## config.mk

```make
export PLATFORM = sky130hd
export DESIGN_NAME = pe_mult_pipe_flat
export DESIGN_NICKNAME = d
export VERILOG_FILES = /design/src/rtl/pe_mult_pipe_if.sv /design/src/rtl/pe_mult_pipe.sv /design/src/flat_wrapper.sv
export SDC_FILE = /design/constraint.sdc
export NUM_CORES = 2
export LEC_CHECK = 0
export CORE_UTILIZATION = 50
export DETAILED_ROUTE_END_ITERATION = 8
export PLACE_DENSITY = 0.8
export SLEW_MARGIN = 40
export SYNTH_ARGS = -nofsm -noshare
export SYNTH_HDL_FRONTEND = slang
export SYNTH_SLANG_ARGS = --single-unit
```

## constraint.sdc

```tcl
create_clock -name clk -period 3.1 [get_ports clk]
set_input_delay 0.62 -clock clk [delete_from_list [all_inputs] [get_ports clk]]
set_output_delay 0.62 -clock clk [all_outputs]
set_load 0.005 [all_outputs]
```

## src/rtl/pe_mult_pipe_if.sv

```systemverilog
// Token bus of the PE multiply stage: operand side from fetch, result side to the
// accumulate stage, plus the clamp-count sideband.
interface pe_mult_pipe_if #(
   parameter int DATA_W = 16,
   parameter int ADDR_W = 6,
   parameter int LANES  = 2
);
   logic                      in_valid;
   logic                      in_ready;
   logic [LANES*DATA_W-1:0]   in_act;
   logic [LANES*DATA_W-1:0]   in_w;
   logic [ADDR_W-1:0]         in_addr;
   logic                      in_sat_en;
   logic                      out_valid;
   logic                      out_ready;
   logic [ADDR_W-1:0]         out_addr;
   logic [LANES*DATA_W-1:0]   out_result;
   logic [LANES-1:0]          out_sat;
   logic                      sat_cnt_clr;
   logic [15:0]               sat_count;

   modport master (
      output in_valid, in_act, in_w, in_addr, in_sat_en, out_ready, sat_cnt_clr,
      input  in_ready, out_valid, out_addr, out_result, out_sat, sat_count
   );

   modport slave (
      input  in_valid, in_act, in_w, in_addr, in_sat_en, out_ready, sat_cnt_clr,
      output in_ready, out_valid, out_addr, out_result, out_sat, sat_count
   );
endinterface

```

## src/rtl/pe_mult_pipe.sv

```systemverilog
// LANES-wide signed fixed-point multiply with round-half-up and optional clamping,
// followed by a STAGES-deep elastic register pipeline carrying the output address.
module pe_mult_pipe #(
   parameter int DATA_W = 16,
   parameter int FRAC_W = 8,
   parameter int ADDR_W = 6,
   parameter int LANES  = 2,
   parameter int STAGES = 2
) (
   input  logic           clk,
   input  logic           rst,
   pe_mult_pipe_if.slave  bus
);
   localparam int PROD_W = 2 * DATA_W;
   localparam int EXT_W  = PROD_W + 1;
   localparam int RES_W  = LANES * DATA_W;

   logic [RES_W-1:0] lane_res;
   logic [LANES-1:0] lane_sat;

   for (genvar i = 0; i < LANES; i++) begin : g_lane
      localparam logic signed [EXT_W-1:0] SAT_MAX = {{(EXT_W-DATA_W+1){1'b0}}, {(DATA_W-1){1'b1}}};
      localparam logic signed [EXT_W-1:0] SAT_MIN = {{(EXT_W-DATA_W+1){1'b1}}, {(DATA_W-1){1'b0}}};

      logic signed [PROD_W-1:0] act_x;
      logic signed [PROD_W-1:0] w_x;
      logic signed [PROD_W-1:0] prod;
      logic signed [EXT_W-1:0]  r;
      logic [DATA_W-1:0]        res;
      logic                     sat;

      assign act_x = {{DATA_W{bus.in_act[i*DATA_W+DATA_W-1]}}, bus.in_act[i*DATA_W +: DATA_W]};
      assign w_x   = {{DATA_W{bus.in_w[i*DATA_W+DATA_W-1]}}, bus.in_w[i*DATA_W +: DATA_W]};
      assign prod  = act_x * w_x;

      // One guard bit above the product keeps the rounding bias from overflowing.
      if (FRAC_W > 0) begin : g_round
         logic signed [EXT_W-1:0] biased;
         assign biased = {prod[PROD_W-1], prod} + ({{(EXT_W-1){1'b0}}, 1'b1} << (FRAC_W - 1));
         assign r      = biased >>> FRAC_W;
      end else begin : g_trunc
         assign r = {prod[PROD_W-1], prod};
      end

      always_comb begin
         res = r[DATA_W-1:0];
         sat = 1'b0;
         if (bus.in_sat_en) begin
            if (r > SAT_MAX) begin
               res = {1'b0, {(DATA_W-1){1'b1}}};
               sat = 1'b1;
            end else if (r < SAT_MIN) begin
               res = {1'b1, {(DATA_W-1){1'b0}}};
               sat = 1'b1;
            end else begin
               sat = 1'b0;
            end
         end else begin
            sat = 1'b0;
         end
      end

      assign lane_res[i*DATA_W +: DATA_W] = res;
      assign lane_sat[i]                  = sat;
   end

   logic [STAGES-1:0] valid_q;
   logic [STAGES-1:0] valid_d;
   logic [STAGES-1:0] load_en;
   logic              all_full;
   logic [RES_W-1:0]  res_q  [STAGES];
   logic [RES_W-1:0]  res_d  [STAGES];
   logic [LANES-1:0]  sat_q  [STAGES];
   logic [LANES-1:0]  sat_d  [STAGES];
   logic [ADDR_W-1:0] addr_q [STAGES];
   logic [ADDR_W-1:0] addr_d [STAGES];

   // A slot may load unless it and every slot after it are full while the sink stalls.
   always_comb begin
      all_full = 1'b1;
      load_en  = '0;
      for (int k = STAGES - 1; k >= 0; k--) begin
         all_full   = all_full & valid_q[k];
         load_en[k] = ~all_full | bus.out_ready;
      end
   end

   always_comb begin
      valid_d[0] = bus.in_valid;
      res_d[0]   = lane_res;
      sat_d[0]   = lane_sat;
      addr_d[0]  = bus.in_addr;
      for (int k = 1; k < STAGES; k++) begin
         valid_d[k] = valid_q[k-1];
         res_d[k]   = res_q[k-1];
         sat_d[k]   = sat_q[k-1];
         addr_d[k]  = addr_q[k-1];
      end
   end

   always_ff @(posedge clk or posedge rst) begin
      if (rst) begin
         valid_q <= '0;
         for (int k = 0; k < STAGES; k++) begin
            res_q[k]  <= '0;
            sat_q[k]  <= '0;
            addr_q[k] <= '0;
         end
      end else begin
         for (int k = 0; k < STAGES; k++) begin
            if (load_en[k]) begin
               valid_q[k] <= valid_d[k];
               if (valid_d[k]) begin
                  res_q[k]  <= res_d[k];
                  sat_q[k]  <= sat_d[k];
                  addr_q[k] <= addr_d[k];
               end
            end
         end
      end
   end

   logic        out_hs;
   logic [16:0] sat_sum;
   logic [15:0] sat_cnt_q;
   logic [15:0] sat_cnt_d;

   assign out_hs = valid_q[STAGES-1] & bus.out_ready;

   // Clear has priority over a delivery in the same cycle.
   always_comb begin
      sat_sum = {1'b0, sat_cnt_q};
      for (int i = 0; i < LANES; i++) begin
         sat_sum = sat_sum + {16'd0, sat_q[STAGES-1][i]};
      end
      if (bus.sat_cnt_clr) begin
         sat_cnt_d = 16'd0;
      end else if (out_hs) begin
         sat_cnt_d = sat_sum[16] ? 16'hFFFF : sat_sum[15:0];
      end else begin
         sat_cnt_d = sat_cnt_q;
      end
   end

   always_ff @(posedge clk or posedge rst) begin
      if (rst) begin
         sat_cnt_q <= 16'd0;
      end else begin
         sat_cnt_q <= sat_cnt_d;
      end
   end

   assign bus.in_ready   = load_en[0];
   assign bus.out_valid  = valid_q[STAGES-1];
   assign bus.out_result = res_q[STAGES-1];
   assign bus.out_sat    = sat_q[STAGES-1];
   assign bus.out_addr   = addr_q[STAGES-1];
   assign bus.sat_count  = sat_cnt_q;
endmodule

```

## src/flat_wrapper.sv

```systemverilog
// flat-port wrapper written by rule: the top's interface ports become plain ports
module pe_mult_pipe_flat 
#(
   parameter int DATA_W = 16,
   parameter int FRAC_W = 8,
   parameter int ADDR_W = 6,
   parameter int LANES  = 2,
   parameter int STAGES = 2
)
  (clk, rst, bus_in_valid, bus_in_act, bus_in_w, bus_in_addr, bus_in_sat_en, bus_out_ready, bus_sat_cnt_clr, bus_in_ready, bus_out_valid, bus_out_addr, bus_out_result, bus_out_sat, bus_sat_count);
  pe_mult_pipe_if #(.DATA_W(DATA_W), .ADDR_W(ADDR_W), .LANES(LANES)) bus_i ();
  input  logic clk;
  input  logic rst;
  input wire logic [$bits(bus_i.in_valid)-1:0] bus_in_valid;
  input wire logic [$bits(bus_i.in_act)-1:0] bus_in_act;
  input wire logic [$bits(bus_i.in_w)-1:0] bus_in_w;
  input wire logic [$bits(bus_i.in_addr)-1:0] bus_in_addr;
  input wire logic [$bits(bus_i.in_sat_en)-1:0] bus_in_sat_en;
  input wire logic [$bits(bus_i.out_ready)-1:0] bus_out_ready;
  input wire logic [$bits(bus_i.sat_cnt_clr)-1:0] bus_sat_cnt_clr;
  output wire logic [$bits(bus_i.in_ready)-1:0] bus_in_ready;
  output wire logic [$bits(bus_i.out_valid)-1:0] bus_out_valid;
  output wire logic [$bits(bus_i.out_addr)-1:0] bus_out_addr;
  output wire logic [$bits(bus_i.out_result)-1:0] bus_out_result;
  output wire logic [$bits(bus_i.out_sat)-1:0] bus_out_sat;
  output wire logic [$bits(bus_i.sat_count)-1:0] bus_sat_count;
  assign bus_i.in_valid = bus_in_valid;
  assign bus_i.in_act = bus_in_act;
  assign bus_i.in_w = bus_in_w;
  assign bus_i.in_addr = bus_in_addr;
  assign bus_i.in_sat_en = bus_in_sat_en;
  assign bus_i.out_ready = bus_out_ready;
  assign bus_i.sat_cnt_clr = bus_sat_cnt_clr;
  assign bus_in_ready = bus_i.in_ready;
  assign bus_out_valid = bus_i.out_valid;
  assign bus_out_addr = bus_i.out_addr;
  assign bus_out_result = bus_i.out_result;
  assign bus_out_sat = bus_i.out_sat;
  assign bus_sat_count = bus_i.sat_count;
  pe_mult_pipe #(.DATA_W(DATA_W), .FRAC_W(FRAC_W), .ADDR_W(ADDR_W), .LANES(LANES), .STAGES(STAGES)) u_core (.clk(clk), .rst(rst), .bus(bus_i));
endmodule
```

==> key figures <==
Worst setup path
  – Worst r2r src: u_core.bus.sat_count[3]
  – WS Path Type: in2reg
  – R2R setup slack: 0.63 ns
  – Worst R2R End: u_core.bus.sat_count[8]
  – CP endpoint kind: register
  – Critical path peak fanout: 5
  – Worst reg-to-reg path cell count: 8
  – Worst EP arrival: 7.24 ns
  – Worst Setup SP: bus_in_act[16]
  – Type of origin of the critical path: primary input
  – Required @ worst endpoint: 3.31 ns

Synthesis
  – #FFs+latches synth: 98
  – Area share of the largest cell type after synthesis: 0.443
  – Post-synth EDFFs: 0
  – Count of different cell masters after synthesis: 85
  – Top post-synthesis cells by area: fa_1, dfrtp_1, inv_1
  – Post-Syn Instances: 2593
  – Avg Inst Size Synth: 9.33 sq um
  – Syn. warnings: 0
  – Post-Syn Area: 24200 sq um
  – Synth Flop Type: dfrtp_1
  – Mapped Nets: 3361
  – Post-synthesis sequential area ratio: 0.101
  – Ys async rst share: 1.00
  – Area leader, netlist: fa_1

Timing
  – Worst slew pin tran: 0.598 ns
  – Fin. max-slew vios: 0
  – Worst setup margin: -3.93 ns
  – Clock Skews: 0.00839 ns
  – RSZ-0062 raised after global routing: yes
  – Maximum clock rate: 142 MHz
  – Fin crit share: 2.27
  – Slew HR: 0.600
  – Crit path time final: 7.03 ns
  – Final hold violations: 0
  – Final setup viols: 34
  – WHS: 0.477 ns

Detailed routing
  – Per-cell routed wire length: 18.7 um
  – DRT Pass-1 Iters: 7
  – ANT nets after route: 0
  – Vias per inst: 5.46
  – Vias post-DR: 20600
  – Drt initial violations: 1679
  – Total Wirelength: 70600 um
  – Residual DRC count: 0

Clocking
  – Post-CTS Hold Fix Bufs: 0
  – Num CTS Buffers: 9
  – H-tree lvl count: 3
  – Clk root buf: clkbuf_16
  – CTS Sinks: 98
  – Max clock buf depth: 2
  – CTS tree: built
  – Clock transition at the registers of the reported paths: 0.06 ns
  – Insertion delay to the later sink of the worst-skew pair: 0.34 ns

Placement
  – Quantity of I/O buffers inserted on ports: 133
  – Placed cell count: 3605
  – DP HPWL: 52200 um
  – Post-DP Area: 29000 sq um
  – GPL Wtd Cong: 0.936

Die
  – Initial Utilization: 0.507
  – Die ar.: 49300 sq um
  – Core Box Area: 47700 sq um
  – Overall die width: 222 um
  – Io pins: 134
  – Die Y-Extent: 222 um
  – FP Rows: 80

Global route
  – Largest net degree at the start of global routing: 99
  – Antenna violations before repair: 0
  – Grt total ovfl: 0
  – Vias in the first global route: 22700
  – Total GRT Usage: 0.284
  – Global-route wire length before repair: 113000 um

Final layout
  – Synthesis-to-layout area growth: 31.1%
  – Nets@finish: 3917
  – Post-Layout Cell Count: 3768
  – Share of cells above drive strength 1: 0.286
  – Post-layout util: 0.664
  – Number of antenna diodes: 0
  – Final instance area: 31700 sq um

Run status
  – Status: finished, violations left
  – Failing checks: negative setup slack

Hold path
  – Hold path start: u_core.addr_d[0]
  – Worst hold path type: reg2reg
  – Hold Path Depth: 2
  – Hold endpoint: u_core.addr_d[0]

Run
  – Maxcap violations: 0
-- flip-flops by register name, summed over array words and instances, names as in the netlist --
| signal | flops |
|---|---|
| u_core.bus.out_result | 32 |
| u_core.res_d | 32 |
| u_core.bus.sat_count | 16 |
| u_core.addr_d | 6 |
| u_core.bus.out_addr | 6 |
| u_core.bus.out_sat | 2 |
| u_core.sat_d | 2 |
| u_core.valid_q | 2 |
-- area by class of cell --
class                      count  area [sq um]
sequential                    98          2450
clock inverter                 5          40.0
timing repair buffer         633          5540
inverter                     620          2340
fill                        3291         16000
multi-input combinational   1787         20300
tap                          615           769
clock buffer                  10           239
-- worst max-delay path, cell delays in order --
cell	delay, ns
dlygate4sd2_1	0.24
buf_6	0.13
nand2b_4	0.13
fa_1	0.49
fa_1	0.54
inv_2	0.04
fa_1	0.52
fa_1	0.44
fa_1	0.49
inv_1	0.06
fa_1	0.53
inv_2	0.05
ha_4	0.24
buf_4	0.14
a21oi_2	0.12
o21ai_1	0.07
a31oi_1	0.23
o211ai_1	0.20
a221o_1	0.42
xor2_2	0.19
nor4_2	0.33
nand4_1	0.24
o41ai_4	0.38
buf_4	0.20
buf_8	0.13
o22ai_2	0.08
-- worst max path at each step --
stage	endpoint	depth (start not counted)	slack, ns
2_1_floorplan	u_core.res_d[18]	24	-3.69
3_3_place_gp	u_core.res_d[31]	24	-4.37
4_1_cts	u_core.res_d[26]	28	-3.64
3_5_place_dp	u_core.res_d[31]	24	-4.59
6_report	u_core.res_d[26]	26	-3.93
5_1_grt	u_core.res_d[28]	26	-4.15
-- logic make-up (layout without fill, tap and decap cells) --
logic type                 after synthesis  count (layout)  share of synthesized area
DFF                                     98              98                      0.101
adders and majority gates              692             692                      0.524
and+or+nand+nor                        761             761                      0.154
buffers and inverters                  708            1268                      0.112
muxes                                   43              43                     0.0199
xor gates and xnor gates                59              59                     0.0217
AOI/OAI and AO/OA                      232             232                     0.0676
-- cells in the mapped netlist, types with 3 or more instances --
| cell type | count |
|---|---|
| ha_1 | 157 |
| o22ai_2 | 9 |
| and2_1 | 242 |
| mux2_2 | 41 |
| and3_1 | 10 |
| nand2_1 | 304 |
| clkbuf_1 | 79 |
| a21oi_2 | 5 |
| nor3_1 | 12 |
| o22ai_1 | 6 |
| nand4_1 | 10 |
| nand2b_1 | 14 |
| a21oi_1 | 75 |
| xnor2_1 | 42 |
| o211ai_1 | 9 |
| nor2b_1 | 7 |
| o21ai_0 | 38 |
| xor2_1 | 16 |
| a211oi_1 | 7 |
| a311oi_1 | 4 |
| a21o_1 | 17 |
| buf_6 | 3 |
| fa_1 | 535 |
| a31oi_1 | 5 |
| or3_1 | 3 |
| o21a_1 | 6 |
| dfrtp_1 | 98 |
| nor2_1 | 109 |
| inv_1 | 620 |
| and4_1 | 3 |
| or2_2 | 4 |
| nand3_1 | 27 |
| o21ai_1 | 7 |
-- per-layer routing --
layer,vias up,global-route usage,share of wire
met5,-,0,0
met4,0,0.102,0.043
met3,273,0.0379,0.073
met2,1079,0.500,0.50
met1,10400,0.358,0.38
li1,8865,-,-
-- placed cells by master, fill, tap and decap left out, types with 21 or more instances in the layout --
cell and instances:
ha_4 27, and2_1 219, buf_4 412, buf_12 22
nand3_1 23, clkdlybuf4s50_1 71, ha_1 130, dfrtp_1 98
nand2_2 21, a21oi_2 22, nand2_1 274, and2_4 24
fa_1 495, o21ai_0 32, mux2_2 40, xnor2_1 37
inv_2 38, a21oi_1 46, buf_6 63, buf_2 36
inv_1 577, nor2_1 106, fa_2 40
-- timing repair --
item	4_1_cts	5_1_grt
endpoints found under the hold margin	0	0
setup buffers	105	31
cloned	17	3
pin swaps	100	100
setup endpoints to repair	34	34
resized for setup	478	98
-- through the flow --
stage	worst slack, ns	TNS (ns)
after floorplan	-3.69	-117.52
after global placement	-4.37	-144.27
after detailed placement	-4.59	-149.71
after CTS	-3.64	-116.48
after global routing	-4.15	-132.87
final	-3.93	-126.47
Power is left out: the tool's default activity adds up to more than one toggle a clock period on the data nets, which glitch-free logic cannot reach.
